==> src/rtl/mem7489_ctrl.sv <==
// mem7489_ctrl: sequencer for a 16x4 cell array with one-hot row select,
// a write strobe and active-low wired-AND column outputs.
// Every array-facing output comes straight from a flop, so the array
// sees clean, glitch-free selects and strobes.
module mem7489_ctrl #(
    parameter int WR_PULSE  = 2,
    parameter int RD_SETTLE = 2
) (
    input  logic        clk,
    input  logic        reset,
    input  logic        req,
    input  logic        we,
    input  logic [3:0]  addr,
    input  logic [3:0]  wdata,
    output logic        ack,
    output logic        busy,
    output logic [3:0]  rdata,
    output logic [15:0] mem_sel,
    output logic        mem_wri,
    output logic [3:0]  mem_di,
    input  logic [3:0]  mem_do
);

    typedef enum logic [2:0] {
        IDLE,
        SETUP,
        WRITE,
        HOLD,
        READ,
        DONE
    } state_t;

    // The counter counts down to zero, so it is loaded with the number of
    // cycles minus one.
    localparam logic [3:0] WR_LOAD = 4'(WR_PULSE - 1);
    localparam logic [3:0] RD_LOAD = 4'(RD_SETTLE - 1);

    state_t      state_q, state_d;
    logic [3:0]  cnt_q, cnt_d;
    logic        we_q, we_d;
    logic [3:0]  addr_q, addr_d;
    logic [3:0]  wdata_q, wdata_d;

    logic        ack_q, ack_d;
    logic        busy_q, busy_d;
    logic [3:0]  rdata_q, rdata_d;
    logic [15:0] sel_q, sel_d;
    logic        wri_q, wri_d;
    logic [3:0]  di_q, di_d;

    // State, cycle counter and the request fields captured at acceptance.
    always_ff @(posedge clk) begin
        if (reset) begin
            state_q <= IDLE;
            cnt_q   <= 4'd0;
            we_q    <= 1'b0;
            addr_q  <= 4'd0;
            wdata_q <= 4'd0;
        end else begin
            state_q <= state_d;
            cnt_q   <= cnt_d;
            we_q    <= we_d;
            addr_q  <= addr_d;
            wdata_q <= wdata_d;
        end
    end

    // Next state: accept in IDLE only, then step through the fixed phase sequence.
    always_comb begin
        state_d = state_q;
        cnt_d   = cnt_q;
        we_d    = we_q;
        addr_d  = addr_q;
        wdata_d = wdata_q;
        case (state_q)
            IDLE: begin
                if (req) begin
                    state_d = SETUP;
                    we_d    = we;
                    addr_d  = addr;
                    wdata_d = wdata;
                end
            end
            SETUP: begin
                if (we_q) begin
                    state_d = WRITE;
                    cnt_d   = WR_LOAD;
                end else begin
                    state_d = READ;
                    cnt_d   = RD_LOAD;
                end
            end
            WRITE: begin
                if (cnt_q == 4'd0) begin
                    state_d = HOLD;
                end else begin
                    cnt_d = cnt_q - 4'd1;
                end
            end
            HOLD: begin
                state_d = DONE;
            end
            READ: begin
                if (cnt_q == 4'd0) begin
                    state_d = DONE;
                end else begin
                    cnt_d = cnt_q - 4'd1;
                end
            end
            DONE: begin
                state_d = IDLE;
            end
            default: begin
                state_d = IDLE;
            end
        endcase
    end

    // Output decode from the upcoming state, so registered outputs line up with the state they belong to.
    always_comb begin
        ack_d   = 1'b0;
        busy_d  = (state_d != IDLE);
        sel_d   = 16'd0;
        wri_d   = 1'b0;
        di_d    = 4'd0;
        rdata_d = rdata_q;
        case (state_d)
            SETUP, WRITE, HOLD: begin
                sel_d = 16'b1 << addr_d;
                di_d  = we_d ? wdata_d : 4'd0;
                wri_d = (state_d == WRITE);
            end
            READ: begin
                sel_d = 16'b1 << addr_d;
            end
            DONE: begin
                ack_d = 1'b1;
            end
            default: begin
                ack_d = 1'b0;
            end
        endcase
        if ((state_q == READ) && (cnt_q == 4'd0)) begin
            rdata_d = ~mem_do;
        end
    end

    // Output flops; reset drops select and strobe immediately and clears the read word.
    always_ff @(posedge clk) begin
        if (reset) begin
            ack_q   <= 1'b0;
            busy_q  <= 1'b0;
            rdata_q <= 4'd0;
            sel_q   <= 16'd0;
            wri_q   <= 1'b0;
            di_q    <= 4'd0;
        end else begin
            ack_q   <= ack_d;
            busy_q  <= busy_d;
            rdata_q <= rdata_d;
            sel_q   <= sel_d;
            wri_q   <= wri_d;
            di_q    <= di_d;
        end
    end

    assign ack     = ack_q;
    assign busy    = busy_q;
    assign rdata   = rdata_q;
    assign mem_sel = sel_q;
    assign mem_wri = wri_q;
    assign mem_di  = di_q;

endmodule

==> config.mk <==
export PLATFORM = sky130hd
export DESIGN_NAME = mem7489_ctrl
export DESIGN_NICKNAME = d
export VERILOG_FILES = /design/src/rtl/mem7489_ctrl.sv
export SDC_FILE = /design/constraint.sdc
export NUM_CORES = 1
export LEC_CHECK = 0
export CAP_MARGIN = 20
export CORE_MARGIN = 2
export CORE_UTILIZATION = 37
export CTS_CLUSTER_SIZE = 14
export DETAILED_ROUTE_END_ITERATION = 7
export GPL_TIMING_DRIVEN = 0
export PLACE_DENSITY = 0.66
export REMOVE_ABC_BUFFERS = 1
export SYNTH_ARGS = -nofsm -noshare
export SYNTH_HDL_FRONTEND = slang
export SYNTH_SLANG_ARGS = --single-unit
==> constraint.sdc <==
create_clock -name clk -period 2 [get_ports clk]
set_clock_uncertainty 0.1 [all_clocks]
set_input_delay 0.6 -clock clk [delete_from_list [all_inputs] [get_ports clk]]
set_output_delay 0.6 -clock clk [all_outputs]
set_load 0.05 [all_outputs]
==> results.ini <==
[status]
outcome=complete, no violations

[critical_path]
reg2reg_depth=7
arrival_ns=1.93
startpoint_type=input pin
critPathKind=in -> reg
worstPathMaxFanout=10
end_kind=register
worstPathRequired_ns=2.06

[floorplan]
die_h_um=70.4
fp.dieW_um=70.4
core_area_mm2=0.00429
pin_count=43
dieArea_mm2=0.00495
start_util_pct=37.9
rows=24

[routing]
avgRoutedWirePerCell_um=11.4
ant_nets=0
vias=1266
route.detailed.drc=0
drtIter0Drc=50
drtPass1Iterations=4
via_per_inst=4.74
wl_um=3030

[global_route]
grt_pass1_vias=1167
grt_start_max_net_pins=23
grt_overflow=0
grtUsageTotal_pct=13.1
grt_first_pass_wirelength_um=5220
antenna_found_initial=0

[finish]
final_nets=231
multiInputGateArea_um2=724
final_core_util_pct=51.6
drive_above_1_share_pct=9.77
area_growth_pct=36.0
diodes=0
seq_area_um2=862
final_cell_area_mm2=0.00222
instances_no_fill=267
n_fill_cell=405

[clock_network]
path_clk_slew_ns=0.08
clk-insertion-delay-late_ns=0.28
clockBufferDepth=2
cts_root_buf=clkbuf_8
ctsHtreeMaxLevel=2
tritoncts=built
clock_sinks=43
numCtsBuffers=5

[place]
dp_slack_ns=-1.11
dp_hpwl_um=2080
io_buffers=42
dpl.cell_count=253
gp_congestion=0.751
placed_area_mm2=0.00206

[min_path]
min_path_type=reg -> reg
min_path_cells=2

[pwr]
peakVddDrop_mv=0.539
p_leak_nw=0.953
p_per_area_mw_per_mm2=897
total_power_mw=1.99

[synth]
synth_cell_types=37
synth_top_area_share_pct=52.8
synth_most_common_cell=dfxtp_1
synthCells=168
synth-edff-count=0
synth.area.top_cells=dfxtp_1, nor2_1, mux2i_1, a211oi_1, nor3b_1
synth.avg_cell_area_um2=9.70
syn_area_mm2=0.00163
ys_warn_count=0
synthArstFlopShare_pct=0
synth_common_cells=dfxtp_1, nor2_1, mux2i_1
synth-main-ff-cell=dfxtp_1
yosysSeqAreaShare_pct=52.8
synth_seq_cells=43
yosys.area.top_type=dfxtp_1

[sta]
fin_crit_sh_pct=93.1
worst_slew_pin_slew_ns=0.833
drv_slew=0
max_freq_mhz=537
maxSlewHeadroom_pct=44.5
hold_viol=0
period_minus_slack_ns=1.86
setup_tns_ns=0
layout_setup_ws_ns=0.137
grt_setup_unrepaired=no
whs_ns=0.392
setup_violations=0

[flow_run]
maxCapViolCount=0

final timing paths:
path                    startpoint                     end  slack, ns
max                            req   mem_sel[9]$_SDFF_PP0_       0.14
min          wdata_q[0]$_SDFF_PP0_   wdata_q[0]$_SDFF_PP0_       0.39
max reg2reg  state_q[2]$_SDFF_PP0_  mem_sel[13]$_SDFF_PP0_       0.15
min reg2reg  wdata_q[0]$_SDFF_PP0_   wdata_q[0]$_SDFF_PP0_       0.39
power by group:
part	switching [mW]	internal, mW	total (mW)
registers	0.0466	0.904	0.950
logic	0.222	0.160	0.382
clock network	0.284	0.372	0.655
cells by family (layout without fill, tap and decap cells):
family          count (synthesis)  after routing  synth area share (%)
simple gates                   70             70                  22.4
flops                          43             43                  52.8
compound gates                 26             26                  11.0
buf+inv                        14             61                  4.61
mux                            12             12                  7.37
xor+xnor                        2              2                  1.08
fa+ha+maj                       1              1                 0.768
cell usage in the layout (no fill, tap or decap), types with 5 or more instances in the layout:
cell type         n
clkdlybuf4s50_1  13
buf_4             5
dlygate4sd2_1    29
nor2_1           37
nand2_1           5
a211oi_1          6
a31oi_1           5
clkbuf_8          5
mux2i_1          10
inv_1             5
nor2b_1           5
dfxtp_1          42
worst max-delay path: stages:
cell           delay [ns]
dlygate4sd2_1        0.28
nor4b_4              0.23
buf_6                0.18
buf_4                0.17
nor3b_1              0.06
a31oi_1              0.31
nor2_1               0.10
repair_timing:
| action | CTS | global route |
|---|---|---|
| hold buffers | 0 | 0 |
| buffers inserted | 6 | 0 |
| pin swaps | 1 | 0 |
| setup endpoints to repair | 56 | 21 |
| resized for setup | 35 | 2 |
cell type report:
class / instances / area share [%]
Sequential cell: 43 / 38.9
Multi-Input combinational cell: 111 / 32.7
Timing Repair Buffer: 48 / 19.5
Clock buffer: 5 / 3.11
Tap cell: 52 / 2.94
Clock inverter: 3 / 1.98
Inverter: 5 / 0.847
routing by layer:
| layer | share of wire [%] | routed length (um) | GRT usage (%) |
|---|---|---|---|
| met1 | 49 | 1480 | 16.7 |
| met2 | 44 | 1320 | 19.9 |
| met4 | 1.6 | 47 | 5.77 |
| met5 | 0 | 0 | 0 |
| met3 | 5.8 | 177 | 4.62 |
flip-flops by register name (all words and copies together), names as in the netlist:
name and count:
ack 1, addr_q 4, busy 1, cnt_q 4, mem_di 4, mem_sel 16
mem_wri 1, rdata 4, state_q 3, wdata_q 4, we_q 1
Power figures use the tool's default switching activity.
==> patch 1, RTL diff (same settings) <==
The 6 states of `state_t` get a one-hot encoding in 6 bits.
--- a/src/rtl/mem7489_ctrl.sv
+++ b/src/rtl/mem7489_ctrl.sv
@@ -21,13 +21,13 @@
     input  logic [3:0]  mem_do
 );
 
-    typedef enum logic [2:0] {
-        IDLE,
-        SETUP,
-        WRITE,
-        HOLD,
-        READ,
-        DONE
+    typedef enum logic [5:0] {
+        IDLE  = 6'b000001,
+        SETUP = 6'b000010,
+        WRITE = 6'b000100,
+        HOLD  = 6'b001000,
+        READ  = 6'b010000,
+        DONE  = 6'b100000
     } state_t;
 
     // The counter counts down to zero, so it is loaded with the number of
Function: no difference found for any inputs over 10 cycles, from zero or initial values and one cycle with reset high; not proved beyond that.
==> patch 1 against the unedited design <==
- final cell count up 20%
- setup slack worse by 120 ps
- critical path depth up 1
- design area up 19%
- wire length up 51%
- non-clock buffer count up 7
- sequential cell count up 3
- total power down 5.5%
- area after synthesis up 14%
==> patch 1: results (changes against the unedited design) <==
cell area after placement - 2330 um^2 (was 2060 um^2)
met3 usage - 4.42% (was 4.62%)
mux contribution to synthesized area - 2.77% (was 7.37%)
post-synth cell types - 44 (was 37)
XOR/XNOR Fraction of Synth Area - 1.42% (was 1.08%)
Nets - 270 (was 231)
met2 wire length - 2190 um (was 1320 um)
post-CTS sizing - 45 (was 35)
first-pass GRT wire length - 7220 um (was 5220 um)
WL met1 - 2100 um (was 1480 um)
worst path arrival time - 2070 ps (was 1930 ps)
routed vias - 1718 (was 1266)
synth top area cells - dfxtp_1 (50%), nor4_1 (5.8%), a21oi_1 (4.3%) (was dfxtp_1 (53%), nor2_1 (8.5%), mux2i_1 (7.4%))
Adder-Cell Fraction of Synth Area - 0.677% (was 0.768%)
postcts setup bufs - 9 (was 6)
cell types with the highest counts after synthesis - dfxtp_1 (46), nor2_1 (17), nor4_1 (17), a21oi_1 (16), nand2_1 (13) (was dfxtp_1 (43), nor2_1 (37), mux2i_1 (12), a211oi_1 (6))
total track usage - 16.8% (was 13.1%)
crit path max fanout - 8 (was 10)
worst ir drop on vdd - 481 uV (was 539 uV)
Skew-Pair Late Insertion Delay - 310 ps (was 280 ps)
vias in the first global route - 1545 (was 1167)
Synth Area in Compound Gates - 13.3% (was 11.0%)
routed wl met3 - 195 um (was 177 um)
Final HPWL DP - 2940 um (was 2080 um)
worst slew pin tran - 527 ps (was 833 ps)
routed wire length - 4590 um (was 3030 um)
status - completed (unchanged)
DR pass1 iterations - 5 (was 4)
GR met2 Demand/Resource - 26.5% (was 19.9%)
sequential area share after synthesis - 49.8% (was 52.8%)
Mapped Cells - 204 (was 168)
Inst Count DP - 303 (was 253)
share of post-route cells with drive strength above 1 - 20.5% (was 9.77%)
patch 1: cell types whose count changed in the layout (fill, tap and decap cells not counted), moves of 4 or more:
| cell | before | now |
|---|---|---|
| nor2b_1 | 5 | 0 |
| nor4_4 | 0 | 4 |
| nor2_1 | 37 | 16 |
| a21oi_1 | 2 | 16 |
| nor3_1 | 1 | 11 |
| nor4_1 | 2 | 9 |
| mux2i_1 | 10 | 3 |
| nand2_1 | 5 | 12 |
| buf_4 | 5 | 10 |
| a31oi_1 | 5 | 1 |
| nor4_2 | 0 | 5 |
| nand3b_1 | 0 | 5 |
| dfxtp_2 | 1 | 6 |
patch 1: final timing paths:
path	startpoint	to	slack [ps]	depth (start not counted)
setup / recovery	cnt_q[1]	mem_sel[3]	20	8
setup reg to reg	cnt_q[1]	mem_sel[3]	20	8
hold / removal	rdata[1]	rdata[1]	400	2
hold reg to reg	rdata[1]	rdata[1]	400	2
patch 1: cell families (layout without fill, tap and decap cells):
group | Yosys count | count (layout)
fa+ha+maj | 1 | 1
buf+inv | 21 | 71
compound gates | 38 | 38
flops | 46 | 46
xor+xnor | 3 | 3
mux | 5 | 5
simple gates | 90 | 90
patch 1: critical path, stage by stage (launching register included):
cell      delay, ps
dfxtp_2         360
inv_1            70
ha_4            160
nor3b_4         160
a32o_2          280
a222oi_1        330
buf_4           200
buf_6           140
nor4_1           60
patch 1: area by class of cell:
cell class,count,area (um^2)
clock inverters,3,25.0
inverters,8,30.0
well taps,67,83.8
multi-input cells,137,992
flip-flops and latches,46,928
repair buffers,55,509
clock buffers,5,68.8
fillers,437,2150
patch 1: power by group:
part	total [mW]	internal, mW	switching [mW]	leakage (nW)
clock network	0.596	0.252	0.343	0.0447
registers	0.967	0.941	0.0268	0.376
logic	0.315	0.133	0.182	0.618
total	1.88	1.33	0.552	1.04
==> patch 2, RTL diff (config.mk and constraints unchanged) <==
Made on the original files. Reset style: asynchronous (`reset`), changed in 2 clocked blocks.
--- a/src/rtl/mem7489_ctrl.sv
+++ b/src/rtl/mem7489_ctrl.sv
@@ -49,7 +49,7 @@
     logic [3:0]  di_q, di_d;
 
     // State, cycle counter and the request fields captured at acceptance.
-    always_ff @(posedge clk) begin
+    always_ff @(posedge clk or posedge reset) begin
         if (reset) begin
             state_q <= IDLE;
             cnt_q   <= 4'd0;
@@ -146,7 +146,7 @@
     end
 
     // Output flops; reset drops select and strobe immediately and clears the read word.
-    always_ff @(posedge clk) begin
+    always_ff @(posedge clk or posedge reset) begin
         if (reset) begin
             ack_q   <= 1'b0;
             busy_q  <= 1'b0;
Behaviour: differs if reset is asserted again (counterexample within 4 cycles, from zero or initial values and one cycle with reset high); with reset held inactive, the same outputs for 10 cycles.
==> patch 2 against the unedited design <==
- die area is 25% higher
- synthesized cell count is 15% higher
- total power is 140% higher
- design area is 27% higher
- sequential cell count stayed put
- area after synthesis is 26% higher
- critical path depth stayed put
- wire length is 39% higher
- setup slack worse by 54 ps
- maximum frequency is 2.8% lower
- largest cell class unchanged
- highest routed layer unchanged
==> patch 2: results (changes against the unedited design) <==
DRT iter0 DRCs - 114 (was 50)
FFs w/ async S/R, synth - 100% (was 0%)
mux contribution to synthesized area - 9.42% (was 7.37%)
status - completed (unchanged)
first-pass GRT wire length - 6970 um (was 5220 um)
post-synth cell types - 43 (was 37)
post-CTS sizing - 39 (was 35)
Slowest-stage cell, CP - dfrtp_4 (was a31oi_1)
Mapped Cells - 193 (was 168)
Adder-Cell Fraction of Synth Area - 1.09% (was 0.768%)
crit path max fanout - 6 (was 10)
worst stage delay on the critical path - 530 ps (was 310 ps)
worst ir drop on vdd - 736 uV (was 539 uV)
multi-input gate share of the layout cell area - 33.1% (was 32.7%)
XOR/XNOR Fraction of Synth Area - 0.425% (was 1.08%)
Clock buf/inv share - 3.99% (was 5.08%)
worst slew pin tran - 855 ps (was 833 ps)
non-filler cells, final - 325 (was 267)
postcts setup bufs - 11 (was 6)
Final non-clock buffer share - 20.6% (was 19.5%)
Repair and plain buffers - 63 (was 48)
LEAKAGE - 1.31 nW (was 0.953 nW)
worst path arrival time - 2030 ps (was 1930 ps)
fin worst setup slack - 83.1 ps (was 137 ps)
sequential area share after synthesis - 52.2% (was 52.8%)
Final HPWL DP - 2680 um (was 2080 um)
Inst Count DP - 297 (was 253)
gpl congestion - 0.804 (was 0.751)
largest net degree at the start of global routing - 44 (was 23)
multi-input gates - 134 (was 111)
delay-heaviest family, CP - flip-flops (was buffers and inverters)
number of vias per cell - 4.82 (was 4.74)
total track usage - 14.6% (was 13.1%)
Synth Area in Compound Gates - 13.5% (was 11.0%)
patch 2: kinds of logic after synthesis:
group           after synthesis
simple gates                 67
fa+ha+maj                     2
mux                          18
xor+xnor                      1
compound gates               46
buf+inv                      16
flops                        43
patch 2: worst register-to-register path, stage by stage (launching register included):
cell,delay (ps)
dfrtp_4,530
nor4b_4,300
buf_4,190
buf_8,130
buf_12,110
mux2i_4,260
nand2_1,80
a21oi_1,130
patch 2: power by group through the flow:
stage               logic [mW]  registers [mW]  clock network (mW)
global route              2.84            1.43               0.742
global placement          2.14            1.49                   0
CTS                       2.50            1.40               0.697
floorplan                 1.08            1.97                   0
detailed placement        2.20            1.50                   0
finish                    2.62            1.39               0.678
patch 2: path summary, 6_finish.rpt:
check / from / to / depth (start not counted)
worst max-delay path: state_q[2] / mem_sel[9] / 7
worst min-delay path: rdata[3] / rdata[3] / 2
worst max register to register: state_q[2] / mem_sel[9] / 7
worst min register to register: rdata[3] / rdata[3] / 2
max in group asynchronous: reset / state_q[1] / 2
min in group asynchronous: reset / mem_sel[8] / 2
patch 2: stage by stage:
| step | util [%] | power [mW] | TNS, ps | instance area, um^2 |
|---|---|---|---|---|
| floorplan | - | 3.05 | -16830 | 1980 |
| global placement | 45.8 | 3.63 | -68340 | 2490 |
| detailed placement | 46.2 | 3.70 | -14690 | 2510 |
| CTS | 50.7 | 4.60 | 0 | 2760 |
| global route | 51.9 | 5.01 | -1.82 | 2820 |
| finish | 51.9 | 4.69 | 0 | 2820 |
patch 2: per-layer routing:
metal / track usage, % / up-vias / part of all wire, %
met5: 0 / - / 0
met4: 7.37 / 0 / 2.0
met3: 2.99 / 8 / 5.3
met2: 22.8 / 40 / 47
met1: 19.2 / 734 / 46
li1: - / 783 / -
